[config.mk]
export PLATFORM = sky130hd
export DESIGN_NAME = lab2_proc_inst_buf
export DESIGN_NICKNAME = d
export VERILOG_FILES = /design/src/rtl/lab2_proc_pkg.sv /design/src/rtl/lab2_proc_imm_type_decode.sv /design/src/rtl/lab2_proc_inst_buf.sv
export SDC_FILE = /design/constraint.sdc
export NUM_CORES = 1
export LEC_CHECK = 0
export CORE_ASPECT_RATIO = 0.5
export CORE_MARGIN = 3
export CORE_UTILIZATION = 48
export CTS_CLUSTER_SIZE = 20
export DETAILED_ROUTE_END_ITERATION = 10
export PLACE_DENSITY = 0.78
export SYNTH_ARGS = -nofsm -noshare
export SYNTH_HDL_FRONTEND = slang
export SYNTH_SLANG_ARGS = --single-unit
[constraint.sdc]
create_clock -name clk -period 6.3 [get_ports clk]
set_input_delay 1.575 -clock clk [delete_from_list [all_inputs] [get_ports clk]]
set_output_delay 1.575 -clock clk [all_outputs]
set_load 0.05 [all_outputs]
[src/rtl/lab2_proc_pkg.sv]
// Shared lab2 processor definitions: immediate-type codes, RV32 opcodes and
// the instruction buffer entry layout. Used by the instruction buffer, the
// immediate generator and the control unit.
package lab2_proc_pkg;

    // imm_type encoding shared with the immediate generator
    localparam logic [2:0] IMM_I  = 3'd0;
    localparam logic [2:0] IMM_S  = 3'd1;
    localparam logic [2:0] IMM_B  = 3'd2;
    localparam logic [2:0] IMM_U  = 3'd3;
    localparam logic [2:0] IMM_J  = 3'd4;
    localparam logic [2:0] IMM_IV = 3'd5;
    localparam logic [2:0] IMM_X  = 3'd7;

    // RV32 major opcodes
    localparam logic [6:0] OPC_LOAD   = 7'b0000011;
    localparam logic [6:0] OPC_OP_IMM = 7'b0010011;
    localparam logic [6:0] OPC_AUIPC  = 7'b0010111;
    localparam logic [6:0] OPC_STORE  = 7'b0100011;
    localparam logic [6:0] OPC_OP     = 7'b0110011;
    localparam logic [6:0] OPC_LUI    = 7'b0110111;
    localparam logic [6:0] OPC_BRANCH = 7'b1100011;
    localparam logic [6:0] OPC_JALR   = 7'b1100111;
    localparam logic [6:0] OPC_JAL    = 7'b1101111;
    localparam logic [6:0] OPC_SYSTEM = 7'b1110011;

    // funct3 of the shift-immediate forms (slli / srli / srai)
    localparam logic [2:0] F3_SLLI = 3'b001;
    localparam logic [2:0] F3_SRXI = 3'b101;

    // One buffered fetch result
    typedef struct packed {
        logic [31:0] inst;
        logic [31:0] pc;
    } ib_entry_t;

endpackage

[src/rtl/lab2_proc_imm_type_decode.sv]
// Combinational pre-decode of the immediate format of an RV32 instruction.
// Output codes 0-5 feed the immediate generator directly; 7 means no immediate.
module lab2_proc_imm_type_decode
    import lab2_proc_pkg::*;
(
    input  logic [31:0] inst,
    output logic [2:0]  imm_type
);

    logic [6:0] opcode;
    logic [2:0] funct3;
    logic       unused_bits;

    assign opcode      = inst[6:0];
    assign funct3      = inst[14:12];
    assign unused_bits = ^{inst[31:15], inst[11:7]};

    // Opcode (and funct3 for shift-immediates) to immediate format
    always_comb begin
        imm_type = IMM_X;
        case (opcode)
            OPC_LOAD, OPC_JALR: imm_type = IMM_I;
            OPC_OP_IMM: begin
                if (funct3 == F3_SLLI || funct3 == F3_SRXI) imm_type = IMM_IV;
                else                                         imm_type = IMM_I;
            end
            OPC_STORE:           imm_type = IMM_S;
            OPC_BRANCH:          imm_type = IMM_B;
            OPC_LUI, OPC_AUIPC:  imm_type = IMM_U;
            OPC_JAL:             imm_type = IMM_J;
            default:             imm_type = IMM_X;
        endcase
    end

endmodule

[src/rtl/lab2_proc_inst_buf.sv]
// Instruction buffer between the imem response and decode. Circular FIFO of
// {inst, pc} with a drop counter that discards responses still in flight when
// a flush/redirect happens. The head is presented with its pre-decoded
// imm_type.
// Optional: define LAB2_PROC_INST_BUF_BYPASS_EN for a 0-cycle path from enq to
// deq when the buffer is empty and not discarding.
module lab2_proc_inst_buf
    import lab2_proc_pkg::*;
#(
    parameter int unsigned p_depth  = 2,
    parameter int unsigned p_drop_w = 2
) (
    input  logic                      clk,
    input  logic                      reset,
    input  logic                      enq_val,
    output logic                      enq_rdy,
    input  logic [31:0]               enq_inst,
    input  logic [31:0]               enq_pc,
    input  logic                      flush,
    input  logic [p_drop_w-1:0]       flush_drop,
    output logic                      deq_val,
    input  logic                      deq_rdy,
    output logic [31:0]               deq_inst,
    output logic [31:0]               deq_pc,
    output logic [2:0]                deq_imm_type,
    output logic [$clog2(p_depth):0]  count
);

    localparam int unsigned ptr_w = $clog2(p_depth);
    localparam int unsigned cnt_w = ptr_w + 1;
    localparam logic [cnt_w-1:0] depth_c = cnt_w'(p_depth);

    ib_entry_t            mem_q [p_depth];
    ib_entry_t            head_entry;
    logic [ptr_w-1:0]     head_q, head_d;
    logic [ptr_w-1:0]     tail_q, tail_d;
    logic [cnt_w-1:0]     count_q, count_d;
    logic [p_drop_w-1:0]  drop_q, drop_d;

    logic dropping;
    logic buf_val;
    logic enq_fire;
    logic deq_fire;
    logic bypass;
    logic wr_en;

    assign dropping   = (drop_q != '0);
    assign head_entry = mem_q[head_q];

    // While discarding, enq stays ready so stale responses drain at full rate
    assign enq_rdy  = (count_q < depth_c) || dropping;
    assign enq_fire = enq_val && enq_rdy;
    assign buf_val  = (count_q != '0) && !flush;
    assign deq_fire = buf_val && deq_rdy;

`ifdef LAB2_PROC_INST_BUF_BYPASS_EN
    assign bypass = (count_q == '0) && !dropping && !flush && enq_val;
`else
    assign bypass = 1'b0;
`endif

    // A bypassed entry consumed this cycle is never written
    assign wr_en = enq_fire && !dropping && !flush && !(bypass && deq_rdy);

    // Head presentation, sourced from enq on the bypass path
    always_comb begin
        deq_val  = buf_val || bypass;
        deq_inst = head_entry.inst;
        deq_pc   = head_entry.pc;
        if (bypass) begin
            deq_inst = enq_inst;
            deq_pc   = enq_pc;
        end
    end

    lab2_proc_imm_type_decode u_imm_type_decode (
        .inst     (deq_inst),
        .imm_type (deq_imm_type)
    );

    assign count = count_q;

    // Next-state for pointers, occupancy and drop counter
    always_comb begin
        head_d  = head_q;
        tail_d  = tail_q;
        count_d = count_q;
        drop_d  = drop_q;
        if (flush) begin
            // Flush-cycle enq is discarded without touching the new drop value
            head_d  = '0;
            tail_d  = '0;
            count_d = '0;
            drop_d  = flush_drop;
        end else begin
            if (enq_fire && dropping) drop_d = drop_q - p_drop_w'(1);
            if (deq_fire)             head_d = head_q + ptr_w'(1);
            if (wr_en)                tail_d = tail_q + ptr_w'(1);
            case ({wr_en, deq_fire})
                2'b10:   count_d = count_q + cnt_w'(1);
                2'b01:   count_d = count_q - cnt_w'(1);
                default: count_d = count_q;
            endcase
        end
    end

    // Control state, synchronous reset
    always_ff @(posedge clk) begin
        if (reset) begin
            head_q  <= '0;
            tail_q  <= '0;
            count_q <= '0;
            drop_q  <= '0;
        end else begin
            head_q  <= head_d;
            tail_q  <= tail_d;
            count_q <= count_d;
            drop_q  <= drop_d;
        end
    end

    // Entry storage, not reset
    always_ff @(posedge clk) begin
        if (wr_en && !reset) begin
            mem_q[tail_q] <= '{inst: enq_inst, pc: enq_pc};
        end
    end

endmodule

==> out/summary.json, run 1 <==
{
  "timing.critical_path.cells": {"value": "clkdlybuf4s50_1, o21ba_2, clkdlybuf4s50_1"},
  "peakVddDrop": {"value": 224, "unit": "uV"},
  "clock_tree_from_tritoncts": {"value": "built"},
  "dieWidth": {"value": 154, "unit": "um"},
  "max_clock_freq": {"value": 0.205, "unit": "GHz"},
  "die_area": {"value": 12300, "unit": "sq um"},
  "crit_path_buffers_inverters": {"value": 2},
  "route.final.wire_length": {"value": 10.8, "unit": "mm"},
  "worst_hold_path_type": {"value": "register to register"},
  "synthesis.instances": {"value": 281},
  "post_route_antenna_net_violation_count": {"value": 0},
  "post_cts_buffers": {"value": 0},
  "timing.critical_path.to_type": {"value": "output port"},
  "io_buffers": {"value": 141},
  "run_status": {"value": "completed"},
  "synth_cell_type_count": {"value": 41},
  "synth-edff-count": {"value": 128},
  "final_core_occ": {"value": 70.6, "unit": "%"},
  "cts_hold_buf": {"value": 0},
  "globalplace.congestion": {"value": 0.739},
  "detail_route.vias_per_cell": {"value": 5.17},
  "post-route-drc-count": {"value": 0},
  "core": {"value": 10400, "unit": "sq um"},
  "ys_async_sr_fraction": {"value": 0, "unit": "%"},
  "maxCapViolations": {"value": 0},
  "num-fill-cells": {"value": 682},
  "p_leak": {"value": 0.00246, "unit": "uW"},
  "number_of_inserted_diodes": {"value": 0},
  "route.vias.total": {"value": 3025},
  "clkTransAtPathRegs": {"value": 50, "unit": "ps"},
  "track_usage": {"value": 17.9, "unit": "%"},
  "std_cell_rows": {"value": 26},
  "syn-num-nets": {"value": 354},
  "critical_path.startpoint_type": {"value": "input pin"},
  "totalNegativeSetupSlack": {"value": 0, "unit": "ps"},
  "routed_wire_length_per_instance": {"value": 18.4, "unit": "um"},
  "critical-path-max-stage-delay": {"value": 800, "unit": "ps"},
  "clockBufferDepth": {"value": 2},
  "firstDrtPassIters": {"value": 4},
  "initial_antenna_violation_count": {"value": 0},
  "p_per_area": {"value": 286, "unit": "nW/um^2"},
  "synth_seq_cells": {"value": 135},
  "detailedRoute.firstIterationViolations": {"value": 162},
  "min_period_over_period": {"value": 77.3, "unit": "%"},
  "final_layout_size_suffix_gt1_share": {"value": 22.9, "unit": "%"},
  "rsz0062_at_grt": {"value": "no"},
  "timing.final.hold_violations": {"value": 0},
  "h-tree-depth": {"value": 4},
  "design.final.nets": {"value": 505},
  "critical_path.most_common_cell": {"value": "clkdlybuf4s50_1"},
  "numClockSinks": {"value": 135},
  "min_period": {"value": 4870, "unit": "ps"},
  "crit_path_top_delay_cell": {"value": "clkdlybuf4s50_1"},
  "grt_pass1_vias": {"value": 3430},
  "maxSlewHeadroom": {"value": 32.0, "unit": "%"},
  "critical_path_required": {"value": 4720, "unit": "ps"},
  "io_pins": {"value": 142},
  "grt-ovfl-total": {"value": 0},
  "yosys.area.top_type": {"value": "edfxtp_1"},
  "largest_net_degree_at_the_start_of_global_routing": {"value": 81},
  "dieHeight": {"value": 79.8, "unit": "um"},
  "critical_path.top_delay_family": {"value": "buffers and inverters"},
  "dp.final_hpwl": {"value": 7.27, "unit": "mm"},
  "most-common-layout-cells": {"value": "clkdlybuf4s50_1, edfxtp_1, mux2_2"},
  "synth.area.top_cells": {"value": "edfxtp_1, mux2_2, dfxtp_1"},
  "slew_violations": {"value": 0},
  "final-seq-area": {"value": 3990, "unit": "sq um"},
  "cts_buffers": {"value": 17},
  "grt_pass1_wl": {"value": 16.8, "unit": "mm"},
  "seq_area_frac_synth": {"value": 76.1, "unit": "%"},
  "area_delta_synth_final": {"value": 40.5, "unit": "%"},
  "ctsRootBufferMaster": {"value": "clkbuf_16"},
  "critical_path_class": {"value": "input pin to output port"},
  "syn_area_per_cell": {"value": 18.6, "unit": "sq um"},
  "cts.repair.resized": {"value": 0},
  "clk-insertion-delay-late": {"value": 400, "unit": "ps"},
  "worst_slew_pin_slew": {"value": 1020, "unit": "ps"},
  "crit_path_max_fanout": {"value": 11},
  "area_of_the_multi_input_gates": {"value": 1170, "unit": "sq um"},
  "yosys.area.top_type_share": {"value": 73.5, "unit": "%"},
  "worst_clock_skew": {"value": 8.93, "unit": "ps"},
  "setup_violations": {"value": 0},
  "worstPathArrival": {"value": 3300, "unit": "ps"},
  "layout.cells.most_common": {"value": "clkdlybuf4s50_1"},
  "synth.yosys.warnings": {"value": 0},
  "floorplan.initialDensity": {"value": 50.3, "unit": "%"},
  "synth-main-ff-cell": {"value": "edfxtp_1"},
  "post_synth_instance_area": {"value": 5230, "unit": "sq um"}
}
registers in the layout, summed over array words and instances, names as in the netlist, named ones only:
name,cells
mem_q,128
head_q,1
drop_q,2
count,2
tail_q,1
cells by family after synthesis:
| group | Yosys count | synth area share, % |
|---|---|---|
| AO/OA/AOI/OAI | 16 | 2.27 |
| multiplexers | 62 | 13.5 |
| flip-flops | 135 | 76.1 |
| adder cells (fa/ha/maj) | 2 | 0.478 |
| XOR/XNOR | 6 | 1.00 |
| buffers and inverters | 16 | 1.67 |
| AND/OR/NAND/NOR | 44 | 4.90 |
metal layers:
| metal | part of all wire [%] | GRT usage, % |
|---|---|---|
| met1 | 38 | 18.5 |
| met2 | 56 | 35.1 |
| met3 | 4.2 | 4.60 |
| met4 | 1.6 | 7.05 |
| met5 | 0 | 0 |
final timing paths:
path | from | to | slack, ps | cells after the start
max | flush | deq_val | 1430 | 3
min | tail_q$_SDFFE_PP0P_ | tail_q$_SDFFE_PP0P_ | 610 | 2
max reg2reg | drop_q[0]$_SDFFE_PP0P_ | mem_q[0][33]$_DFFE_PP_ | 3720 | 7
min reg2reg | tail_q$_SDFFE_PP0P_ | tail_q$_SDFFE_PP0P_ | 610 | 2
report_power, final:
| part | leakage [uW] | total (uW) | switching [uW] | internal, uW |
|---|---|---|---|---|
| Sequential | 0.00122 | 1010 | 6.89 | 1000 |
| Combinational | 0.000957 | 158 | 83.3 | 74.4 |
| Clock | 0.000282 | 937 | 347 | 589 |
| Total | 0.00246 | 2100 | 437 | 1660 |
worst register-to-register path: cells and delay by family, from the launching register on:
| family | cells | cell delay (ps) |
|---|---|---|
| adder cells (fa/ha/maj) | 1 | 210 |
| buffers and inverters | 2 | 670 |
| flip-flops | 1 | 300 |
| AND/OR/NAND/NOR | 4 | 1020 |
cell usage after synthesis, types with 2 or more instances:
master      n
a21oi_1     2
a31oi_1     2
and3_1      2
and4b_1     2
buf_2       7
clkbuf_1    2
dfxtp_1     7
edfxtp_1  128
ha_1        2
inv_1       4
mux2_2     60
nand2_1    10
nand2b_1    2
nand3_1     2
nand3b_1    3
nor2_1      7
nor3_1      7
o21ai_0     2
o22ai_1     2
o32ai_1     2
or3_1       2
xnor2_1     5
per-stage QoR:
| step | instance area [sq um] | worst slack (ps) | power, uW | instances | hold slack, ps |
|---|---|---|---|---|---|
| 2_1_floorplan | 5230 | 1170 | 1100 | 281 | 520 |
| 3_3_place_gp | 6780 | 1460 | 1180 | 553 | 531 |
| 3_5_place_dp | 6780 | 1440 | 1180 | 553 | 583 |
| 4_1_cts | 7350 | 1430 | 2120 | 585 | 602 |
| 5_1_grt | 7350 | 1210 | 2170 | 585 | 633 |
| 6_report | 7350 | 1430 | 2100 | 585 | 612 |
cell type report:
type | instances | area share (%)
clock buffers | 19 | 6.02
well taps | 140 | 2.38
flip-flops and latches | 135 | 54.2
clock inverters | 13 | 1.79
multi-input cells | 130 | 15.9
inverters | 5 | 0.255
repair buffers | 143 | 19.4
No activity file was read; power rests on OpenSTA's default activity.
==> run 2: changes to the inputs <==
--- a/config.mk
+++ b/config.mk
@@ -7,10 +7,10 @@
 export LEC_CHECK = 0
 export CORE_ASPECT_RATIO = 0.5
 export CORE_MARGIN = 3
-export CORE_UTILIZATION = 48
+export CORE_UTILIZATION = 43
 export CTS_CLUSTER_SIZE = 20
 export DETAILED_ROUTE_END_ITERATION = 10
-export PLACE_DENSITY = 0.78
+export PLACE_DENSITY = 0.73
 export SYNTH_ARGS = -nofsm -noshare
 export SYNTH_HDL_FRONTEND = slang
 export SYNTH_SLANG_ARGS = --single-unit
==> constraint.sdc (replaced) <==
create_clock -name clk -period 4 [get_ports clk]
set_input_delay 1 -clock clk [delete_from_list [all_inputs] [get_ports clk]]
set_output_delay 1 -clock clk [all_outputs]
set_load 0.05 [all_outputs]
==> out/summary.json, run 2 (same netlist as run 1, synthesis figures left out) <==
{
  "run_status": {"value": "completed"},
  "grt-ovfl-total": {"value": 0, "change": "unchanged"},
  "crit_path_top_delay_cell": {"value": "clkdlybuf4s50_1"},
  "area_delta_synth_final": {"value": 43.1, "unit": "%"},
  "timing.critical_path.to_type": {"value": "output port"},
  "number_of_inserted_diodes": {"value": 0, "change": "unchanged"},
  "timing.critical_path.cells": {"value": "mux2i_4, nand2_1, o32ai_1, nand3_1, clkdlybuf4s50_1"},
  "most-common-layout-cells": {"value": "clkdlybuf4s50_1, edfxtp_1, mux2_2"},
  "largest_reg_flops": {"value": 128, "change": "unchanged"},
  "crit_path_max_fanout": {"value": 23, "change": "+12"},
  "max_clock_freq": {"value": 0.275, "unit": "GHz"},
  "hold_slack": {"value": 541, "unit": "ps", "change": "-71.1 ps"},
  "slew_violations": {"value": 0, "change": "unchanged"},
  "route.vias.total": {"value": 2933, "change": "-3.0%"},
  "routed_wire_length_per_instance": {"value": 17.3, "unit": "um", "change": "-5.9%"},
  "globalplace.congestion": {"value": 0.804, "change": "+8.9%"},
  "dieHeight": {"value": 84, "unit": "um", "change": "+5.2%"},
  "clkTransAtPathRegs": {"value": 50, "unit": "ps", "change": "about the same"},
  "cts_hold_buf": {"value": 0, "change": "unchanged"},
  "final_non_filler_cell_total": {"value": 607, "change": "+3.8%"},
  "io_pins": {"value": 142, "change": "unchanged"},
  "dp.final_hpwl": {"value": 6.81, "unit": "mm", "change": "-6.4%"},
  "clock_tree_from_tritoncts": {"value": "built"},
  "io_buffers": {"value": 141, "change": "unchanged"},
  "timing.final.hold_violations": {"value": 0, "change": "unchanged"},
  "p_leak": {"value": 0.00250, "unit": "uW", "change": "+1.8%"},
  "layout.cells.most_common": {"value": "clkdlybuf4s50_1"},
  "min_period_over_period": {"value": 91.0, "unit": "%"},
  "die_area": {"value": 13600, "unit": "sq um", "change": "+11%"},
  "h-tree-depth": {"value": 4, "change": "unchanged"},
  "design.final.nets": {"value": 508, "change": "+0.59%"},
  "detailedRoute.firstIterationViolations": {"value": 194, "change": "+20%"},
  "peakVddDrop": {"value": 304, "unit": "uV", "change": "+36%"},
  "critical_path_required": {"value": 3000, "unit": "ps", "change": "-1720 ps"},
  "maxSlewHeadroom": {"value": 62.0, "unit": "%", "change": "+30 points"},
  "total_power": {"value": 3460, "unit": "uW", "change": "+65%"},
  "worst_slew_pin_slew": {"value": 568, "unit": "ps", "change": "-451 ps"},
  "p_per_area": {"value": 462, "unit": "nW/um^2", "change": "+62%"},
  "critical-path-max-stage-delay": {"value": 720, "unit": "ps", "change": "-80 ps"},
  "clk-insertion-delay-late": {"value": 400, "unit": "ps", "change": "about the same"},
  "numClockSinks": {"value": 135, "change": "unchanged"},
  "post-route-drc-count": {"value": 0, "change": "unchanged"},
  "maxCapViolations": {"value": 0, "change": "unchanged"},
  "rsz0062_at_grt": {"value": "no"},
  "firstDrtPassIters": {"value": 4, "change": "unchanged"},
  "worstPathArrival": {"value": 2640, "unit": "ps", "change": "-660 ps"},
  "detail_route.vias_per_cell": {"value": 4.83, "change": "-6.6%"},
  "track_usage": {"value": 15.7, "unit": "%", "change": "-2.1 points"},
  "critical_path_class": {"value": "register to output port"},
  "route.final.wire_length": {"value": 10.5, "unit": "mm", "change": "-2.3%"},
  "registers.top_by_ff_count": {"value": "mem_q"},
  "clockBufferDepth": {"value": 2, "change": "unchanged"},
  "critical_path.startpoint_type": {"value": "register"},
  "largest_net_degree_at_the_start_of_global_routing": {"value": 52, "change": "-36%"},
  "grt_pass1_wl": {"value": 16.5, "unit": "mm", "change": "-1.9%"},
  "final_layout_size_suffix_gt1_share": {"value": 22.5, "unit": "%", "change": "-0.38 points"},
  "placed_cells": {"value": 574, "change": "+3.8%"},
  "floorplan.initialDensity": {"value": 45.8, "unit": "%", "change": "-4.4 points"},
  "cts_buffers": {"value": 17, "change": "unchanged"},
  "initial_antenna_violation_count": {"value": 0, "change": "unchanged"},
  "post_route_antenna_net_violation_count": {"value": 0, "change": "unchanged"},
  "std_cell_rows": {"value": 27, "change": "+3.8%"},
  "worst_clock_skew": {"value": 4.62, "unit": "ps", "change": "-4.31 ps"},
  "grt_pass1_vias": {"value": 3220, "change": "-6.1%"},
  "totalNegativeSetupSlack": {"value": 0, "unit": "ps", "change": "unchanged"},
  "worst_hold_path_type": {"value": "register to register"},
  "core": {"value": 11400, "unit": "sq um", "change": "+9.7%"},
  "setup_violations": {"value": 0, "change": "unchanged"},
  "dieWidth": {"value": 162, "unit": "um", "change": "+5.4%"},
  "post_cts_buffers": {"value": 0, "change": "unchanged"},
  "min_period": {"value": 3640, "unit": "ps"},
  "cts.repair.resized": {"value": 0, "change": "unchanged"},
  "ctsRootBufferMaster": {"value": "clkbuf_16"}
}
[run 2: worst max-delay path: cells and delay by family, from the launching register on]
kind                   cells  cell delay [ps]
AND/OR/NAND/NOR            2              230
AO/OA/AOI/OAI              1              380
buffers and inverters      1              720
flip-flops                 1              550
multiplexers               1              340
[run 2: worst paths after layout]
check | slack [ps] | from | cells after the start | endpoint
setup / recovery | 360 | register | 5 | deq_imm_type[0]
hold / removal | 540 | head_q$_SDFFE_PP0P_ | 2 | register
setup reg to reg | 1930 | drop_q[0]$_SDFFE_PP0P_ | 7 | mem_q[0][44]$_DFFE_PP_
hold reg to reg | 540 | head_q$_SDFFE_PP0P_ | 2 | register
[run 2: power by group]
group	total [uW]	switching (uW)	internal (uW)	leakage, uW
Clock	1630	531	1100	0.000298
Combinational	249	130	119	0.000986
Sequential	1580	8.98	1580	0.00122
Total	3460	671	2790	0.00250
[run 2: final cells by class]
cell class / count / area [sq um]
flip-flops and latches: 135 / 3990
fillers: 828 / 3930
repair buffers: 146 / 1490
multi-input cells: 130 / 1170
clock buffers: 21 / 440
well taps: 159 / 199
clock inverters: 11 / 179
inverters: 5 / 18.8
[run 2: routing by layer]
| metal | up-vias | global-route usage, % | wire, um |
|---|---|---|---|
| met5 | - | 0 | 0 |
| met4 | 0 | 5.34 | 127 |
| met3 | 12 | 4.26 | 433 |
| met2 | 64 | 29.1 | 5720 |
| met1 | 1444 | 17.6 | 4250 |
| li1 | 1413 | - | - |
[run 2: stage by stage]
step	area (sq um)	utilization [%]	setup WS, ps
after floorplan	5240	-	517
after global placement	6850	60.0	615
after detailed placement	6850	60.0	601
after CTS	7470	65.4	143
after global routing	7490	65.6	194
final	7490	65.6	360
